--- config.mk ---
export PLATFORM = sky130hd
export DESIGN_NAME = lut_layer_scheduler
export DESIGN_NICKNAME = d
export VERILOG_FILES = /design/src/rtl/lut_sched_pkg.sv /design/src/rtl/lut_neuron_ram.sv /design/src/rtl/lut_layer_scheduler.sv
export SDC_FILE = /design/constraint.sdc
export NUM_CORES = 2
export LEC_CHECK = 0
export ABC_CLOCK_PERIOD_IN_PS = 5520
export CORE_MARGIN = 3
export CORE_UTILIZATION = 40
export CTS_CLUSTER_SIZE = 10
export DETAILED_ROUTE_END_ITERATION = 8
export SLEW_MARGIN = 20
export SYNTH_ARGS = -nofsm -noshare
export SYNTH_HDL_FRONTEND = slang
export SYNTH_HIERARCHICAL = 1
export SYNTH_SLANG_ARGS = --single-unit
--- constraint.sdc ---
create_clock -name clk -period 5.52 [get_ports clk]
set_clock_uncertainty 0.15 [all_clocks]
set_input_delay 0.828 -clock clk [delete_from_list [all_inputs] [get_ports clk]]
set_output_delay 0.828 -clock clk [all_outputs]
set_load 0.05 [all_outputs]
--- src/rtl/lut_sched_pkg.sv ---
// Shared types and helpers for the time-multiplexed LUT layer scheduler.
// Also provides the parity function used when LUT_PARITY_EN is defined.
package lut_sched_pkg;

    typedef enum logic [1:0] {
        StIdle,
        StIssue,
        StDrain,
        StHold
    } state_e;

    function automatic int unsigned calc_aw(input int unsigned fanin, input int unsigned bw);
        return fanin * bw;
    endfunction

    function automatic int unsigned calc_selw(input int unsigned in_acts);
        return (in_acts > 1) ? $clog2(in_acts) : 1;
    endfunction

    function automatic int unsigned calc_nw(input int unsigned neurons);
        return (neurons > 1) ? $clog2(neurons) : 1;
    endfunction

    // Even parity: the returned bit makes the total number of ones even.
    function automatic logic even_parity(input logic [7:0] d);
        return ^d;
    endfunction

endpackage

--- src/rtl/lut_neuron_ram.sv ---
// Truth-table store for all neurons: one write port, one registered read port.
// A same-cycle write to the read address is forwarded so the read sees new data.
module lut_neuron_ram #(
    parameter int unsigned DEPTH = 1024,
    parameter int unsigned DW    = 2,
    parameter int unsigned ABITS = 10
) (
    input  logic             clk_i,
    input  logic             we_i,
    input  logic [ABITS-1:0] waddr_i,
    input  logic [DW-1:0]    wdata_i,
    input  logic [ABITS-1:0] raddr_i,
    output logic [DW-1:0]    rdata_o
);

    logic [DW-1:0] mem [DEPTH];
    logic [DW-1:0] rdata_q;

    always_ff @(posedge clk_i) begin
        if (we_i) begin
            mem[waddr_i] <= wdata_i;
        end
        if (we_i && (waddr_i == raddr_i)) begin
            rdata_q <= wdata_i;
        end else begin
            rdata_q <= mem[raddr_i];
        end
    end

    assign rdata_o = rdata_q;

endmodule

--- src/rtl/lut_layer_scheduler.sv ---
// Evaluates NEURONS LUT neurons sequentially through one shared truth-table RAM.
// Define LUT_PARITY_EN to store a parity bit per entry and flag read mismatches.
module lut_layer_scheduler
    import lut_sched_pkg::*;
#(
    parameter int unsigned IN_ACTS = 32,
    parameter int unsigned NEURONS = 16,
    parameter int unsigned FANIN   = 3,
    parameter int unsigned BW      = 2,
    localparam int unsigned AW     = calc_aw(FANIN, BW),
    localparam int unsigned SELW   = calc_selw(IN_ACTS),
    localparam int unsigned NW     = calc_nw(NEURONS)
) (
    input  logic                    clk,
    input  logic                    rst_n,
    input  logic                    in_valid,
    output logic                    in_ready,
    input  logic [IN_ACTS*BW-1:0]   in_data,
    output logic                    out_valid,
    input  logic                    out_ready,
    output logic [NEURONS*BW-1:0]   out_data,
    input  logic                    cfg_we,
    input  logic [NW+AW-1:0]        cfg_addr,
    input  logic [BW-1:0]           cfg_wdata,
    input  logic                    sel_we,
    input  logic [NW-1:0]           sel_neuron,
    input  logic [FANIN*SELW-1:0]   sel_data,
    output logic                    cfg_ready,
    output logic                    busy,
    output logic                    parity_err
);

`ifdef LUT_PARITY_EN
    localparam int unsigned RDW = BW + 1;
`else
    localparam int unsigned RDW = BW;
`endif
    localparam int unsigned NSEL  = 2 ** SELW;
    localparam int unsigned DEPTH = NEURONS * (2 ** AW);

    state_e                  state_q, state_d;
    logic [NW-1:0]           n_q;
    logic [IN_ACTS*BW-1:0]   in_q;
    logic [FANIN*SELW-1:0]   sel_q [NEURONS];
    logic [NEURONS*BW-1:0]   out_q;
    logic                    rd_valid_q;
    logic [NW-1:0]           rd_n_q;

    logic                    cfg_ok;
    logic                    sel_ok;
    logic                    last_issue;
    logic [BW-1:0]           acts [NSEL];
    logic [AW-1:0]           lut_a;
    logic [RDW-1:0]          ram_wdata;
    logic [RDW-1:0]          ram_rdata;

    assign cfg_ok     = cfg_we & cfg_ready;
    assign sel_ok     = sel_we & cfg_ready;
    assign last_issue = (n_q == NW'(NEURONS - 1));

    // Indices beyond the input vector alias to activation 0.
    for (genvar k = 0; k < NSEL; k++) begin : g_act
        if (k < IN_ACTS) begin : g_real
            assign acts[k] = in_q[k*BW +: BW];
        end else begin : g_alias
            assign acts[k] = in_q[BW-1:0];
        end
    end

    // Fan-in 0 lands in the address LSBs.
    always_comb begin
        lut_a = '0;
        for (int f = 0; f < FANIN; f++) begin
            lut_a[f*BW +: BW] = acts[sel_q[n_q][f*SELW +: SELW]];
        end
    end

`ifdef LUT_PARITY_EN
    assign ram_wdata = {even_parity(8'(cfg_wdata)), cfg_wdata};
`else
    assign ram_wdata = cfg_wdata;
`endif

    lut_neuron_ram #(
        .DEPTH (DEPTH),
        .DW    (RDW),
        .ABITS (NW + AW)
    ) u_ram (
        .clk_i   (clk),
        .we_i    (cfg_ok),
        .waddr_i (cfg_addr),
        .wdata_i (ram_wdata),
        .raddr_i ({n_q, lut_a}),
        .rdata_o (ram_rdata)
    );

    always_ff @(posedge clk or negedge rst_n) begin
        if (!rst_n) begin
            state_q <= StIdle;
        end else begin
            state_q <= state_d;
        end
    end

    always_comb begin
        state_d = state_q;
        unique case (state_q)
            StIdle:  if (in_valid) state_d = StIssue;
            StIssue: if (last_issue) state_d = StDrain;
            StDrain: state_d = StHold;
            StHold:  if (out_ready) state_d = StIdle;
            default: state_d = StIdle;
        endcase
    end

    always_comb begin
        in_ready  = (state_q == StIdle);
        cfg_ready = (state_q == StIdle);
        busy      = (state_q != StIdle);
        out_valid = (state_q == StHold);
    end

    always_ff @(posedge clk or negedge rst_n) begin
        if (!rst_n) begin
            n_q        <= '0;
            in_q       <= '0;
            out_q      <= '0;
            rd_valid_q <= 1'b0;
            rd_n_q     <= '0;
            for (int i = 0; i < NEURONS; i++) begin
                sel_q[i] <= '0;
            end
        end else begin
            if (state_q == StIdle && in_valid) begin
                in_q <= in_data;
                n_q  <= '0;
            end else if (state_q == StIssue) begin
                n_q <= n_q + 1'b1;
            end
            if (sel_ok) begin
                sel_q[sel_neuron] <= sel_data;
            end
            // Read data returns one cycle after issue; tag it with its neuron.
            rd_valid_q <= (state_q == StIssue);
            rd_n_q     <= n_q;
            if (rd_valid_q) begin
                out_q[rd_n_q*BW +: BW] <= ram_rdata[BW-1:0];
            end
        end
    end

`ifdef LUT_PARITY_EN
    logic parity_err_q;

    always_ff @(posedge clk or negedge rst_n) begin
        if (!rst_n) begin
            parity_err_q <= 1'b0;
        end else if (rd_valid_q && (^ram_rdata)) begin
            parity_err_q <= 1'b1;
        end
    end

    assign parity_err = parity_err_q;
`else
    assign parity_err = 1'b0;
`endif

    assign out_data = out_q;

endmodule
; ---- Word-level counts from Yosys, hierarchy flattened
; Memory sizes are Yosys's and may differ from the RTL's. A register that Yosys moved wholly into a read port is not among the register bits.
; Cells that the tools add are included.
[classes]
n_bitwise = 7
magnitude_cmp = 6
shift = 2
n_eq_ne = 7
add_sub_neg = 2
n_reduce_logical = 6
mux = 24
[ops]
columns = op, n
row1 = 240-bit bitwise mux, 1
row2 = 15-bit binary-select mux with 4-bit select, 1
row3 = 15-bit demux with 4-bit select, 1
row4 = 15-bit 2-to-1 mux, 3
row5 = 5-bit negation with 34-bit output, 1
row6 = "2-bit by 34-bit variable shift with 32-bit output, first input constant", 1
row7 = 2-bit by 34-bit indexed part select with 32-bit output, 1
row8 = 32-bit bitwise mux, 1
row9 = 2-bit binary-select mux with 5-bit select, 3
row10 = "6-bit >= comparator, second input constant", 3
row11 = 2-bit 2-to-1 mux, 9
row12 = 5-bit inverter with 6-bit output, 3
row13 = "5-bit >= comparator, second input constant", 2
row14 = 4-bit inverter with 5-bit output, 2
row15 = 4-bit 2-to-1 mux, 2
row16 = 2-bit case mux with 4 select lines, 1
row17 = "5-bit by 1-bit < comparator with 1-bit output, second input constant", 1
row18 = "4-bit by 1-bit adder with 4-bit output, second input constant", 1
row19 = "2-bit == test, second input constant", 2
row20 = "4-bit == test, second input constant", 1
row21 = "2-bit inequality test, second input constant", 2
row22 = 2-bit nonzero test, 2
row23 = 3-bit AND reduction, 1
row24 = 1-bit AND, 2
row25 = 5 further kinds, 7
[totals]
mem_count = 1
inputBits = 101
output_inout_bits = 37
mem_bits_rw = 2048
regBits = 347
wordCells = 77
[memory_table]
columns = memory, depth, word_bits, rd, rd_clocked_by_memory_dff, wr, line_no
row1 = u_ram.mem, 1024, 2, 1, 1, 1, lut_neuron_ram.sv:16  ; logic [DW-1:0] mem [DEPTH];

; ---- Longest topological paths before layout
[logic_depth]
word_depth = 8
depth_mapped = 18
depth_no_buf = 11

; ---- Modules after synthesis
; The synthesis kept the hierarchy.
[modules_own_cells]
columns = mod, n_inst, cells_per_inst, seq_area_each_um2, area_each_um2
row1 = lut_neuron_ram, 1, 4801, 61699.2, 83918.0
row2 = lut_layer_scheduler, 1, 1234, 8683.3, 17050.1

; ---- Worst setup path before layout
; OpenSTA, ideal clock, no wires.
[synth_timing]
path_kind = register -> register
start = reg with a tool-made name
end = reg out_q[14] (netlist: out_data[14])
setup_time_ps = 125
required_time_ps = 5245
slack_ps = 2154
stages_incl_launch_ff = 15
arrival_ps = 3091
period_less_slack_ps = 3366
path_buffers = 5
cell_sequence = dfxtp_1 -> buf_6 -> buf_12 -> buf_8 -> buf_6 -> buf_4 -> mux4_2 -> mux4_2 -> a22oi_1 -> nand3_1 -> nand4_1 -> nand4_1 -> nand2_1 -> nor2_1 -> mux2_2
[synth_lines]
columns = item, line_no
row1 = "to (signal, indexed assignment)", lut_layer_scheduler.sv:147  ; out_q[rd_n_q*BW +: BW] <= ram_rdata[BW-1:0];
row2 = to (decl), lut_layer_scheduler.sv:45  ; logic [NEURONS*BW-1:0] out_q;

==> impl_metrics.tcl <==
set metrics [dict create \
    status "complete, no violations" \
    final_cell_mix "edfxtp_1 (2,048), nor2_1 (1,092), mux4_2 (501)" \
    io_buffers 136 \
    end_kind "flip-flop" \
    tns_ns 0 \
    cpLargestDelayFamily "simple AND/OR/NAND/NOR gates" \
    top_usage_layer "met2" \
    path_class "flip-flop to flip-flop" \
    syn-num-nets 6143 \
    cts.path.max_buffers 4 \
    slew_viol_final 0 \
    antenna_found_initial 17 \
    synth_area_leaders "edfxtp_1 (61%), mux4_2 (11%), dfrtp_1 (8.6%)" \
    worstPathCellList "buf_12 -> mux4_2 -> mux4_2 -> a22o_1 -> nor4_2 -> nor3_2 -> o311ai_0 -> nand4_1 -> nand2_1 -> o31ai_1" \
    layout_commonest_cell "edfxtp_1" \
    start_util_pct 40.42 \
    worstSetupEndpoint "out_data[3]" \
    layout.nets 6334 \
    async_reset_ff_share_pct 14.43 \
    irDropWorstVdd_uv 383.1 \
    detail_route.wl_per_cell_um 29.53 \
    crit_cells 10 \
    final_hold_viol_count 0 \
    powerDensity_nw_per_um2 492.7 \
    cpPeakStageDelay_ns 0.76 \
    synth_edf_count 2048 \
    grt.met2_usage_pct 34.12 \
    rrSetupSlack_ns 0.32 \
    synth_cell_types 84 \
    drc 0 \
    slew_headroom_pct 22.56 \
    cts_tree "built" \
    htreeDepth 5 \
    grt.met1_usage_pct 31.48 \
    vias 57550 \
    grt_use_total_pct 21.85 \
    hold_path.class "input pin to flip-flop" \
    drt_iter0_drc 7288 \
    rsz0062_at_grt "no" \
    r2r_cells 10 \
    die_x_um 508.4 \
    area_growth_pct 13.78 \
    p_leak_uw 0.03708 \
    startpoint_type "flip-flop" \
    dominantRegCellSynth "edfxtp_1" \
    synth_top_area_share_pct 60.91 \
    reg2reg_to "out_data[3]" \
    stdcell_count 9652 \
    cap_violations 0 \
    cp_max_fo 28 \
    path_buf_inv 1 \
    drive_above_1_share_pct 23.40 \
    grt_util_met3_pct 4.166 \
    yosysSeqAreaShare_pct 69.71 \
    dieArea_sq_um 258500 \
    crit_slowest_cell "nand4_1" \
    crit_path_frequent_cell "mux4_2" \
    max_freq_ghz 0.1924 \
    finalCritPeriodShare_pct 94.16 \
    viasPerCell 5.962 \
    grt_pass1_vias 58540 \
    syn_inst 6035 \
    path_clk_slew_ns 0.05 \
    synth_seq_cells 2405 \
    grt_pass1_wl_um 412300 \
    synth_area_sq_um 101000 \
    numClockSinks 2405 \
    finalPower_uw 56610 \
    cts_buffers 298 \
    io_pins 138 \
    grt_max_degree 218 \
    fp.dieH_um 508.4 \
    grt_overflow 0 \
    clock_latency_ns 0.94 \
    cts_root_buf "clkbuf_16" \
    fp-row-count 183 \
    wl_um 285100 \
    dp_hpwl_um 165000 \
    yosysWarnings 6 \
    drt-pass1-iter-count 8 \
    routabilityCongestion 0.8888 \
    yosys.area.top_type "edfxtp_1" \
    fin_crit_ns 5.197 \
    dp_cells 9255 \
    ant_nets 0 \
    synth.avg_cell_area_sq_um 16.73 \
    required_ns 6.11 \
    cp_data_arrival_time_ns 5.79 \
    worstMarginPinSlew_ns 1.162 \
    setup_viol 0 \
    core_area_sq_um 249800 \
]
==> where the power goes <==
group | total (uW) | switching [uW] | internal, uW | leakage (uW)
Sequential | 22000 | 1040 | 20900 | 0.0230
Clock | 17000 | 6870 | 10100 | 0.00397
Combinational | 17700 | 9950 | 7700 | 0.0102
==> cell families (layout without fill, tap and decap cells) <==
| group | after synthesis | in the layout | synth area share, % |
|---|---|---|---|
| xor gates and xnor gates | 3 | 3 | 0.02603 |
| and+or+nand+nor | 1510 | 1510 | 6.150 |
| adders and majority gates | 7 | 7 | 0.08674 |
| muxes | 1133 | 1133 | 18.17 |
| AOI/OAI and AO/OA | 480 | 480 | 3.331 |
| DFF | 2405 | 2405 | 69.71 |
| buffers and inverters | 496 | 777 | 2.529 |
| other | 1 | 7 | 0.003714 |
==> layer usage <==
metal	up-vias	routed length (um)
li1	23840	-
met1	30500	118300
met2	2769	133200
met3	435	26170
met4	8	7313
met5	-	52
==> Yosys cell counts, types with 4 or more instances <==
master	count
a211oi_1	13
a21o_1	5
a21oi_1	92
a221oi_1	13
a22o_1	19
a22oi_1	47
a31oi_1	8
and2_1	11
and3_1	8
buf_1	56
buf_2	38
buf_4	37
buf_6	39
buf_8	16
clkbuf_1	289
dfrtp_1	347
dfxtp_1	10
edfxtp_1	2048
ha_1	7
inv_1	15
mux2_2	325
mux2i_1	283
mux4_1	19
mux4_2	501
nand2_1	167
nand2b_1	23
nand3_1	46
nand3b_1	4
nand4_1	17
nor2_1	1103
nor2b_1	22
nor3_1	53
nor3b_1	11
nor4_1	19
o21ai_0	54
o221ai_1	93
o22ai_1	67
o31ai_1	27
o41ai_1	4
or2_2	5
==> worst reg2reg max path, delay by kind of cell, from the launching register on <==
family / cells / cell delay (ns)
buffers and inverters: 1 / 0.32
muxes: 2 / 1.12
and+or+nand+nor: 4 / 2.13
DFF: 1 / 0.54
AOI/OAI and AO/OA: 3 / 0.74
==> how the worst min path moves through the flow <==
stage / startpoint / endpoint / slack [ns] / cells past startpoint
CTS: cfg_wdata[0] / u_ram/mem[991][0] / 0.21 / 1
global placement: out_data[0] / out_data[0] / 0.32 / 2
detailed placement: out_data[18] / out_data[18] / 0.33 / 2
finish: cfg_wdata[1] / u_ram/mem[988][1] / 0.25 / 1
global route: cfg_wdata[0] / u_ram/mem[991][0] / 0.24 / 1
floorplan: n_q[3] / flip-flop / 0.21 / 0
==> flip-flops by register name, indices dropped and copies added, names as in the netlist, named ones only <==
signal / cells
n_q: 4
u_ram/mem: 2048
rd_valid_q: 1
out_data: 32
state_q: 2
in_q: 64
rd_n_q: 4
sel_q: 240
==> metrics by stage <==
stage          instance area, sq um  setup slack, ns  utilization, %  hold slack [ns]
2_1_floorplan                101000            2.154               -           0.2091
3_3_place_gp                 106700           0.2693           42.70           0.3162
3_5_place_dp                 106700           0.2903           42.71           0.3279
4_1_cts                      114900           0.2285           45.98           0.2112
5_1_grt                      114900          0.02871           45.98           0.2422
6_report                     114900           0.3226           45.99           0.2510
==> area by class of cell <==
class	instances	area, sq um
well taps	3330	4167
clock buffers	376	7991
diodes	6	15.01
fillers	21180	134900
clock inverters	14	150.1
repair buffers	368	3558
multi-input cells	3134	28520
flip-flops and latches	2405	70410
inverters	19	75.07
==> timing repair <==
| action | 4_1_cts | 5_1_grt |
|---|---|---|
| hold buffers | 1 | 0 |
| gates resized for setup | 0 | 2 |
| buffers inserted | 0 | 0 |
| endpoints found under the hold margin | 79 | 0 |
| endpoints found under the setup margin | 0 | 13 |
Note: power is estimated with default switching activity, not from simulation.
